`src/rtl/aha_clk_div_sel_pkg.sv`:
```
// Shared types, ratio codes and sizing helpers for the clock-divider
// enable selector.
package aha_clk_div_sel_pkg;

    localparam int DIV_CODE_W = 3;

    localparam logic [DIV_CODE_W-1:0] DIV_BY_1  = 3'd0;
    localparam logic [DIV_CODE_W-1:0] DIV_BY_2  = 3'd1;
    localparam logic [DIV_CODE_W-1:0] DIV_BY_4  = 3'd2;
    localparam logic [DIV_CODE_W-1:0] DIV_BY_8  = 3'd3;
    localparam logic [DIV_CODE_W-1:0] DIV_BY_16 = 3'd4;
    localparam logic [DIV_CODE_W-1:0] DIV_BY_32 = 3'd5;
    localparam logic [DIV_CODE_W-1:0] DIV_MAX   = DIV_BY_32;

    typedef enum logic [1:0] {
        IDLE,
        DRAIN,
        ALIGN,
        SWITCH
    } sel_state_e;

    // The slower of two ratios decides when both enables line up.
    function automatic logic [DIV_CODE_W-1:0] slower_code(
        input logic [DIV_CODE_W-1:0] a,
        input logic [DIV_CODE_W-1:0] b
    );
        return (a > b) ? a : b;
    endfunction

    // Counter width able to hold the larger of the two terminal counts.
    function automatic int cnt_width(input int drain_cycles, input int timeout);
        int longest;
        int w;
        longest = (drain_cycles > timeout) ? drain_cycles : timeout;
        w = $clog2(longest);
        return (w < 1) ? 1 : w;
    endfunction

endpackage

```
`src/rtl/aha_clk_div_sel_cnt.sv`:
```
// Clear/enable up-counter with a terminal-count flag. One instance serves
// both the drain delay and the alignment timeout of the selector.
module aha_clk_div_sel_cnt #(
    parameter int WIDTH = 6
) (
    input  logic             clk,
    input  logic             rst_n,
    input  logic             clear,
    input  logic             enable,
    input  logic [WIDTH-1:0] term,
    output logic             at_term
);

    logic [WIDTH-1:0] count;

    // Count up while enabled, holding at all-ones rather than wrapping.
    always_ff @(posedge clk or negedge rst_n) begin
        if (!rst_n) begin
            count <= '0;
        end else if (clear) begin
            count <= '0;
        end else if (enable && (count != {WIDTH{1'b1}})) begin
            count <= count + 1'b1;
        end
    end

    // Greater-or-equal keeps the flag asserted even if the count overshoots.
    assign at_term = (count >= term);

endmodule

```
`src/rtl/aha_clk_div_selector.sv`:
```
// Consumer end of the clock-divider enable bus. Picks one of the
// divide-by-2^k enables and presents it as a single gated clock-enable.
// Ratio changes are requested over valid/ready and applied glitch-free:
// the output is masked, the switch waits for a cycle where both the old
// and new enables coincide, then the new ratio takes over.
module aha_clk_div_selector
    import aha_clk_div_sel_pkg::*;
#(
    parameter int RESET_DIV    = 0,
    parameter int DRAIN_CYCLES = 2,
    parameter int TIMEOUT      = 64
) (
    input  logic       clk,
    input  logic       rst_n,
    input  logic [5:0] en_by,
    input  logic       req_valid,
    input  logic [2:0] req_div,
    output logic       req_ready,
    output logic       gated_en,
    output logic [2:0] cur_div,
    output logic       busy,
    output logic       done,
    output logic       err
);

    localparam int CNT_W = cnt_width(DRAIN_CYCLES, TIMEOUT);
    localparam logic [CNT_W-1:0] DRAIN_TERM = CNT_W'(DRAIN_CYCLES - 1);
    localparam logic [CNT_W-1:0] ALIGN_TERM = CNT_W'(TIMEOUT - 1);
    localparam logic [DIV_CODE_W-1:0] RESET_CODE = DIV_CODE_W'(RESET_DIV);

    sel_state_e            state_q;
    sel_state_e            state_d;
    logic [DIV_CODE_W-1:0] cur_q;
    logic [DIV_CODE_W-1:0] cur_d;
    logic [DIV_CODE_W-1:0] tgt_q;
    logic [DIV_CODE_W-1:0] tgt_d;
    logic                  mask_q;
    logic                  mask_d;
    logic                  done_q;
    logic                  done_d;
    logic                  err_q;
    logic                  err_d;

    logic                  cnt_clear;
    logic                  cnt_enable;
    logic [CNT_W-1:0]      cnt_term;
    logic                  cnt_at_term;
    logic [DIV_CODE_W-1:0] slow_code;

    aha_clk_div_sel_cnt #(
        .WIDTH (CNT_W)
    ) u_cnt (
        .clk     (clk),
        .rst_n   (rst_n),
        .clear   (cnt_clear),
        .enable  (cnt_enable),
        .term    (cnt_term),
        .at_term (cnt_at_term)
    );

    assign slow_code = slower_code(cur_q, tgt_q);

    // State and control registers; reset restores the power-on ratio and
    // drops any switch in flight without a completion pulse.
    always_ff @(posedge clk or negedge rst_n) begin
        if (!rst_n) begin
            state_q <= IDLE;
            cur_q   <= RESET_CODE;
            tgt_q   <= RESET_CODE;
            mask_q  <= 1'b0;
            done_q  <= 1'b0;
            err_q   <= 1'b0;
        end else begin
            state_q <= state_d;
            cur_q   <= cur_d;
            tgt_q   <= tgt_d;
            mask_q  <= mask_d;
            done_q  <= done_d;
            err_q   <= err_d;
        end
    end

    // Next-state logic: accept or reject requests, drain, wait for the
    // common enable edge (or give up), then commit the new ratio.
    always_comb begin
        state_d    = state_q;
        cur_d      = cur_q;
        tgt_d      = tgt_q;
        mask_d     = mask_q;
        done_d     = 1'b0;
        err_d      = 1'b0;
        cnt_clear  = 1'b0;
        cnt_enable = 1'b0;
        cnt_term   = DRAIN_TERM;

        case (state_q)
            IDLE: begin
                if (req_valid) begin
                    tgt_d = req_div;
                    if (req_div > DIV_MAX) begin
                        err_d = 1'b1;
                    end else if (req_div == cur_q) begin
                        done_d = 1'b1;
                    end else begin
                        state_d   = DRAIN;
                        mask_d    = 1'b1;
                        cnt_clear = 1'b1;
                    end
                end
            end

            DRAIN: begin
                cnt_term = DRAIN_TERM;
                if (cnt_at_term) begin
                    state_d   = ALIGN;
                    cnt_clear = 1'b1;
                end else begin
                    cnt_enable = 1'b1;
                end
            end

            ALIGN: begin
                cnt_term = ALIGN_TERM;
                if (en_by[slow_code]) begin
                    state_d = SWITCH;
                end else if (cnt_at_term) begin
                    state_d = IDLE;
                    mask_d  = 1'b0;
                    err_d   = 1'b1;
                end else begin
                    cnt_enable = 1'b1;
                end
            end

            SWITCH: begin
                cur_d   = tgt_q;
                mask_d  = 1'b0;
                done_d  = 1'b1;
                state_d = IDLE;
            end

            default: begin
                state_d = IDLE;
                mask_d  = 1'b0;
            end
        endcase
    end

    assign gated_en  = en_by[cur_q] & ~mask_q;
    assign cur_div   = cur_q;
    assign req_ready = (state_q == IDLE);
    assign busy      = (state_q != IDLE);
    assign done      = done_q;
    assign err       = err_q;

endmodule

```
`config.mk`:
```
export PLATFORM = sky130hd
export DESIGN_NAME = aha_clk_div_selector
export DESIGN_NICKNAME = d
export VERILOG_FILES = /design/src/rtl/aha_clk_div_sel_pkg.sv /design/src/rtl/aha_clk_div_sel_cnt.sv /design/src/rtl/aha_clk_div_selector.sv
export SDC_FILE = /design/constraint.sdc
export NUM_CORES = 1
export LEC_CHECK = 0
export CORE_ASPECT_RATIO = 1.4
export CORE_UTILIZATION = 54
export DETAILED_ROUTE_END_ITERATION = 10
export PLACE_DENSITY = 0.8
export SYNTH_ARGS = -nofsm -noshare
export SYNTH_HDL_FRONTEND = slang
export SYNTH_SLANG_ARGS = --single-unit
```
`constraint.sdc`:
```
create_clock -name clk -period 3.15 [get_ports clk]
set_input_delay 0.4725 -clock clk [delete_from_list [all_inputs] [get_ports clk]]
set_output_delay 0.4725 -clock clk [all_outputs]
set_load 0.01 [all_outputs]
```
* After elaboration in Yosys (flattened, before gate mapping)
Cells that the tools add are included.
** Storage, ports and cells
- Flip-flop bits (word level) :: 17
- Latch bits :: 0
- Bits in writable memories :: 0
- Bits in read-only memories :: 0
- Input port bits :: 12
- Output and inout port bits :: 8
- Logic and storage cells :: 72
- Memories :: 0
** Operators by class
- Add/sub/neg operators :: 1
- Multipliers :: 0
- Div/mod/pow operators :: 0
- Magnitude comparators :: 5
- Eq/ne operators :: 12
- Shift operators :: 0
- Multiplexer cells :: 37
- Bitwise operators :: 2
- Reductions and logical operators :: 8
** Operators by type and width (count)
- $mux 1 :: 19
- $mux 6 :: 3
- $mux 2 :: 6
- $ne 2x2->1 const B :: 6
- $lt 3x4->1 const B :: 2
- $pmux 1 s2 :: 4
- $pmux 2 s4 :: 1
- $add 6x1->6 const B :: 1
- $bmux 1 s3 :: 2
- $ge 6x6->1 :: 1
- $ne 6x6->1 const B :: 1
- $reduce_and 6->1 :: 1
- $reduce_and 5->1 :: 1
- $eq 2x2->1 const B :: 2
- $reduce_bool 2->1 :: 2
- $eq 3x3->1 :: 1
- $gt 3x3->1 :: 1
- $gt 3x3->1 const B :: 1
- $mux 3 :: 1
- $ne 3x3->1 const B :: 1
- $pmux 1 s3 :: 1
- $reduce_bool 3->1 :: 1
- $eq 2x1->1 const B :: 1
- $logic_not 2->1 :: 1
- other kinds (4) :: 4

* Longest topological paths before layout
- Depth after elaboration :: 9
- Gate-level depth with buffers :: 11
- Gate-level depth less buffers :: 11

* By module
A second synthesis with hierarchy kept.
** Unflattened totals
- Cell total of the unflattened synthesis :: 178
- Area total of the unflattened synthesis :: 1567.8 sq um
** By module, submodules not included
- aha_clk_div_selector :: instances 1, cells each 119, area an instance 1064.8 sq um, seq. area each 275.3 sq um
- aha_clk_div_sel_cnt :: instances 1, cells each 59, area an instance 503.0 sq um, seq. area each 150.1 sq um

* Worst setup path after synthesis
No wires, ideal clock.
- Kind :: register to register
- Start point :: register cur_q[0], in the netlist cur_div[0]
- End point :: register u_cnt.count[4]
- Library setup time :: 0.126 ns
- Data arrival time :: 2.684 ns
- Required time :: 3.024 ns
- Path slack :: 0.340 ns
- Cell stages (with the launch flop) :: 12
- Buffers on the path :: 1
- Period minus slack after synthesis :: 2.810 ns
- Cell sequence :: dfrtp_1 -> clkbuf_1 -> inv_1 -> ha_1 -> nand3_1 -> o311ai_2 -> mux2_4 -> a31o_2 -> o221ai_4 -> nand2_4 -> o21a_4 -> a221o_1
** Between the ends
- Word-level cells in the longest chain between the ends :: 8
- Elaborated cells on any way between the ends :: 14
- Classes of those cells :: order compare: 1; eq/ne: 1; mux: 10; reduce/logical: 2
** Ends and longest elaborated chain
- from (decl) :: line aha_clk_div_selector.sv:33 : logic [DIV_CODE_W-1:0] cur_q;
- from (signal assigned) :: line aha_clk_div_selector.sv:75 : cur_q <= cur_d;
- $gt 3x3->1 :: line aha_clk_div_sel_pkg.sv:27 : return (a > b) ? a : b;
- $mux 3 :: line aha_clk_div_sel_pkg.sv:27
- $bmux 1 s3 :: line aha_clk_div_selector.sv:124 : if (en_by[slow_code]) begin
- $mux 1 (implied by the code) :: line aha_clk_div_selector.sv:124
- $mux 1 :: line aha_clk_div_selector.sv:124
- $pmux 1 s2 :: line aha_clk_div_selector.sv:96 : case (state_q)
- $logic_and 1x1->1 :: line aha_clk_div_sel_cnt.sv:22 : end else if (enable && (count != {WIDTH{1'b1}})) begin
- $reduce_bool 2->1 (no source line)
- to (signal assigned) :: line aha_clk_div_sel_cnt.sv:23 : count <= count + 1'b1;
- to (decl) :: line aha_clk_div_sel_cnt.sv:14 : logic [WIDTH-1:0] count;
Several ways; a longest one is shown, not always the timed one. The select of a mux whose other input is x is not followed.
A chain may end at the register's enable or synchronous reset.

* Worst setup path in the final report
- Start point :: register tgt_q[1]
- End point :: register u_cnt.count[3]
** Between the ends
- Word-level cells in the longest chain between the ends :: 8
** Ends and longest elaborated chain
- from (decl) :: line aha_clk_div_selector.sv:35 : logic [DIV_CODE_W-1:0] tgt_q;
- from (signal assigned) :: line aha_clk_div_selector.sv:76 : tgt_q <= tgt_d;
- $gt 3x3->1 :: line aha_clk_div_sel_pkg.sv:27
- $mux 3 * :: line aha_clk_div_sel_pkg.sv:27
- $bmux 1 s3 * :: line aha_clk_div_selector.sv:124
- $mux 1 (implied by the code) * :: line aha_clk_div_selector.sv:124
- $mux 1 * :: line aha_clk_div_selector.sv:124
- $pmux 1 s2 * :: line aha_clk_div_selector.sv:96
- $logic_and 1x1->1 * :: line aha_clk_div_sel_cnt.sv:22
- $reduce_bool 2->1 (no source line) *
Every way passes the cells marked *; elsewhere a longest branch is shown, timed or not. The select of a mux whose other input is x is not followed.

==> run_results.csv <==
group,metric,value,unit
run_status,outcome,"finished, final reports clean",
synthesis,synth_top_cells_by_count,"dfrtp_1, ha_1, nand2_1, nor2_1, inv_1",
finish,nNetsFinal,187,
global_routing,grt_pass1_wl,5168,microns
cts,clk_latency,0.31,ns
finish,multiInputGateArea,897.1,sq um
synthesis,yosysSeqAreaShare,31.42,%
critical_path,path_max_fanout,6,
synthesis,yosys.cell_count.top_type,"dfrtp_1",
finish,area_growth,20.98,%
die,die_w,44.32,microns
die,die_height,61.25,microns
finish,seq_area,425.4,sq um
routing,wl_per_cell,16.24,microns
global_routing,grt_util_all_layers,26.69,%
pwr,p_int,0.9993,mW
routing,routed_wl,3151,microns
sta,period_share,90.62,%
routing,wl_met1,1233,microns
synthesis,synth_edf_count,0,
critical_path,endpoint_kind,"flip-flop",
die,initial_core_util,56.62,%
pwr,p_per_area,1164,nW/um^2
pwr,switching_share,47.60,%
global_routing,antenna_found_initial,0,
sta,fmax,350.3,MHz
synthesis,async_flop_share,100.0,%
routing,wl_met2,1796,microns
global_routing,grt_max_degree,18,
sta,setup_viol,0,
die,core,2391,sq um
sta,hold_viol,0,
routing,drt_iter0_drc,32,
cts,cts.sinks,17,
critical_path,crit_required,3.35,ns
synthesis,synth_cell_types,46,
worst_hold_path,holdCritPathClass,"reg2reg",
synthesis,synth_flop_cell,"dfrtp_1",
routing,drc,0,
pwr,switching_power,0.9079,mW
routing,dr_wl_met3,64,microns
synthesis,ys_seq_elements,17,
flow_run,maxCapViolCount,0,
place,numPortBuffers,19,
pwr,power_frac_comb,72.9,%
global_routing,grt_pass1_vias,1153,
pwr,clkPwrFrac,6.7,%
cts,cts_resized,0,
synthesis,netlist_area,1354,sq um
cts,hold_buffers,0,
sta,tns,0,ns
sta,fin_crit,2.855,ns
synthesis,ys_top_cells_by_area,"dfrtp_1, ha_1, mux2_2",
place,dp.final_hpwl,2498,microns
routing,num_vias,1155,
synthesis,syn_inst,135,
finish,stdcell_area,1638,sq um
cts,clock-root-buffer,"clkbuf_4",
finish,fillers,189,
finish,drive_gt1_share,16.25,%
routing,dr.pass1.iters,4,
synthesis,avgSynthCellArea,10.03,sq um
place,pre_cts_ws,0.3167,ns
synthesis,yosysTopAreaCell,"dfrtp_1",
sta,slew-limit-headroom,48.79,%
cts,cts.clk_slew.worst_paths,0.11,ns
sta,max_slew.worst_pin.slew,0.7657,ns
finish,insertedDiodeCount,0,
pwr,power_frac_seq,20.4,%
pwr,finalPower,1.907,mW
sta,layout_setup_ws,0.2954,ns
routing,vias_per_cell,5.954,
sta,slew_viol_final,0,
cts,cts_buffer_depth,2,
synthesis,synth_top_area_share,31.42,%
critical_path,path_class,"reg2reg",
die,pin_count,20,
routing,top_layer_used,"met4",
sta,fin_skew,0.002049,ns
cts,cts_inserted_buffers,3,
global_routing,grt.overflow.total,0,
critical_path,arrival,3.05,ns
critical_path,start_kind,"flip-flop",
place,place_area,1605,sq um
die,num_rows,21,
pwr,ir_drop,0.0005833,V
cts,tritoncts,"done",
cts,htree_levels,1,
cts,post_cts_buffers,0,
place,place_congestion,0.7902,
synthesis,syn_nets,161,
sta,rsz0062_at_grt,"false",
routing,ant_nets,0,
synthesis,yosys_warnings,0,
die,die_area,2714,sq um
pwr,p_leak,0.7276,nW
==> routing by layer <==
layer  up-vias  track usage [%]
met1       564            28.20
li1        559                -
met3         7            2.639
met4         0            9.091
met2        25            53.57
met5         -                0
==> registers in the layout (all words and copies together) (netlist names) <==
register,cells
cur_div,3
mask_q,1
done,1
state_q,2
u_cnt.count,6
err,1
tgt_q,3
==> power by group through the flow <==
stage / logic (mW) / registers, mW / clock network [mW]
after floorplan: 1.01 / 0.391 / 0
final: 1.39 / 0.389 / 0.129
after CTS: 1.39 / 0.387 / 0.127
after global routing: 1.52 / 0.401 / 0.137
after global placement: 1.31 / 0.386 / 0
after detailed placement: 1.38 / 0.391 / 0
==> stage by stage <==
stage / std cells / utilization (%) / hold WS, ns
final: 194 / 68.50 / 0.5612
after global routing: 194 / 68.50 / 0.5775
after CTS: 194 / 68.39 / 0.5515
after detailed placement: 190 / 67.14 / 0.5262
after global placement: 190 / 67.14 / 0.5044
after floorplan: 135 / - / 0.1769
==> layout make-up <==
type / count / area share (%)
clock buffer: 3 / 1.375
clock inverter: 1 / 0.4584
inverter: 8 / 1.833
multi-input combinational: 109 / 54.77
sequential: 17 / 25.97
tap: 34 / 2.597
timing repair buffer: 22 / 12.99
==> cell families after synthesis <==
family,Yosys count,synth area share [%]
compound gates,36,23.85
buf+inv,9,2.495
mux,11,9.981
fa+ha+maj,14,12.94
flops,17,31.42
xor+xnor,4,2.588
simple gates,44,16.73
==> worst max-delay path, stage by stage, from the launching register on <==
cell and delay (ns):
dfrtp_1 0.40, inv_1 0.05, ha_1 0.31, nor2b_4 0.15
o2111a_1 0.24, a311oi_2 0.42, a21boi_1 0.19, o221ai_4 0.29
nand2_4 0.09, o21a_4 0.25, a221o_1 0.35
==> cell usage in the layout (no fill, tap or decap), types with 2 or more instances in the layout <==
cell,synthesis,final
mux2i_1,3,3
o21ai_0,3,3
a21oi_1,4,4
nor2_1,11,11
nor3_1,3,3
a21boi_1,2,2
clkdlybuf4s50_1,0,19
nor4_1,3,3
dfrtp_1,17,17
and3_1,2,2
and2_1,3,3
nand2_1,11,11
inv_1,8,8
clkbuf_4,0,3
nor2b_1,2,2
xor2_1,4,4
buf_4,0,3
a221o_1,3,3
o21a_1,3,3
mux2_2,6,6
ha_1,14,13
a22o_1,3,3
nand3_1,4,4
==> final timing paths <==
| path | slack [ns] | endpoint | cells past startpoint | from |
|---|---|---|---|---|
| max in group asynchronous | 2.07 | u_cnt.count[2] | 1 | rst_n |
| min reg2reg | 0.56 | cur_div[0] | 2 | tgt_q[0] |
| max reg2reg | 0.30 | u_cnt.count[3] | 10 | tgt_q[1] |
| min in group asynchronous | 0.60 | state_q[0] | 1 | rst_n |
| min | 0.56 | cur_div[0] | 2 | tgt_q[0] |
| max | 0.30 | u_cnt.count[3] | 10 | tgt_q[1] |
No activity file was read; power rests on OpenSTA's default activity.
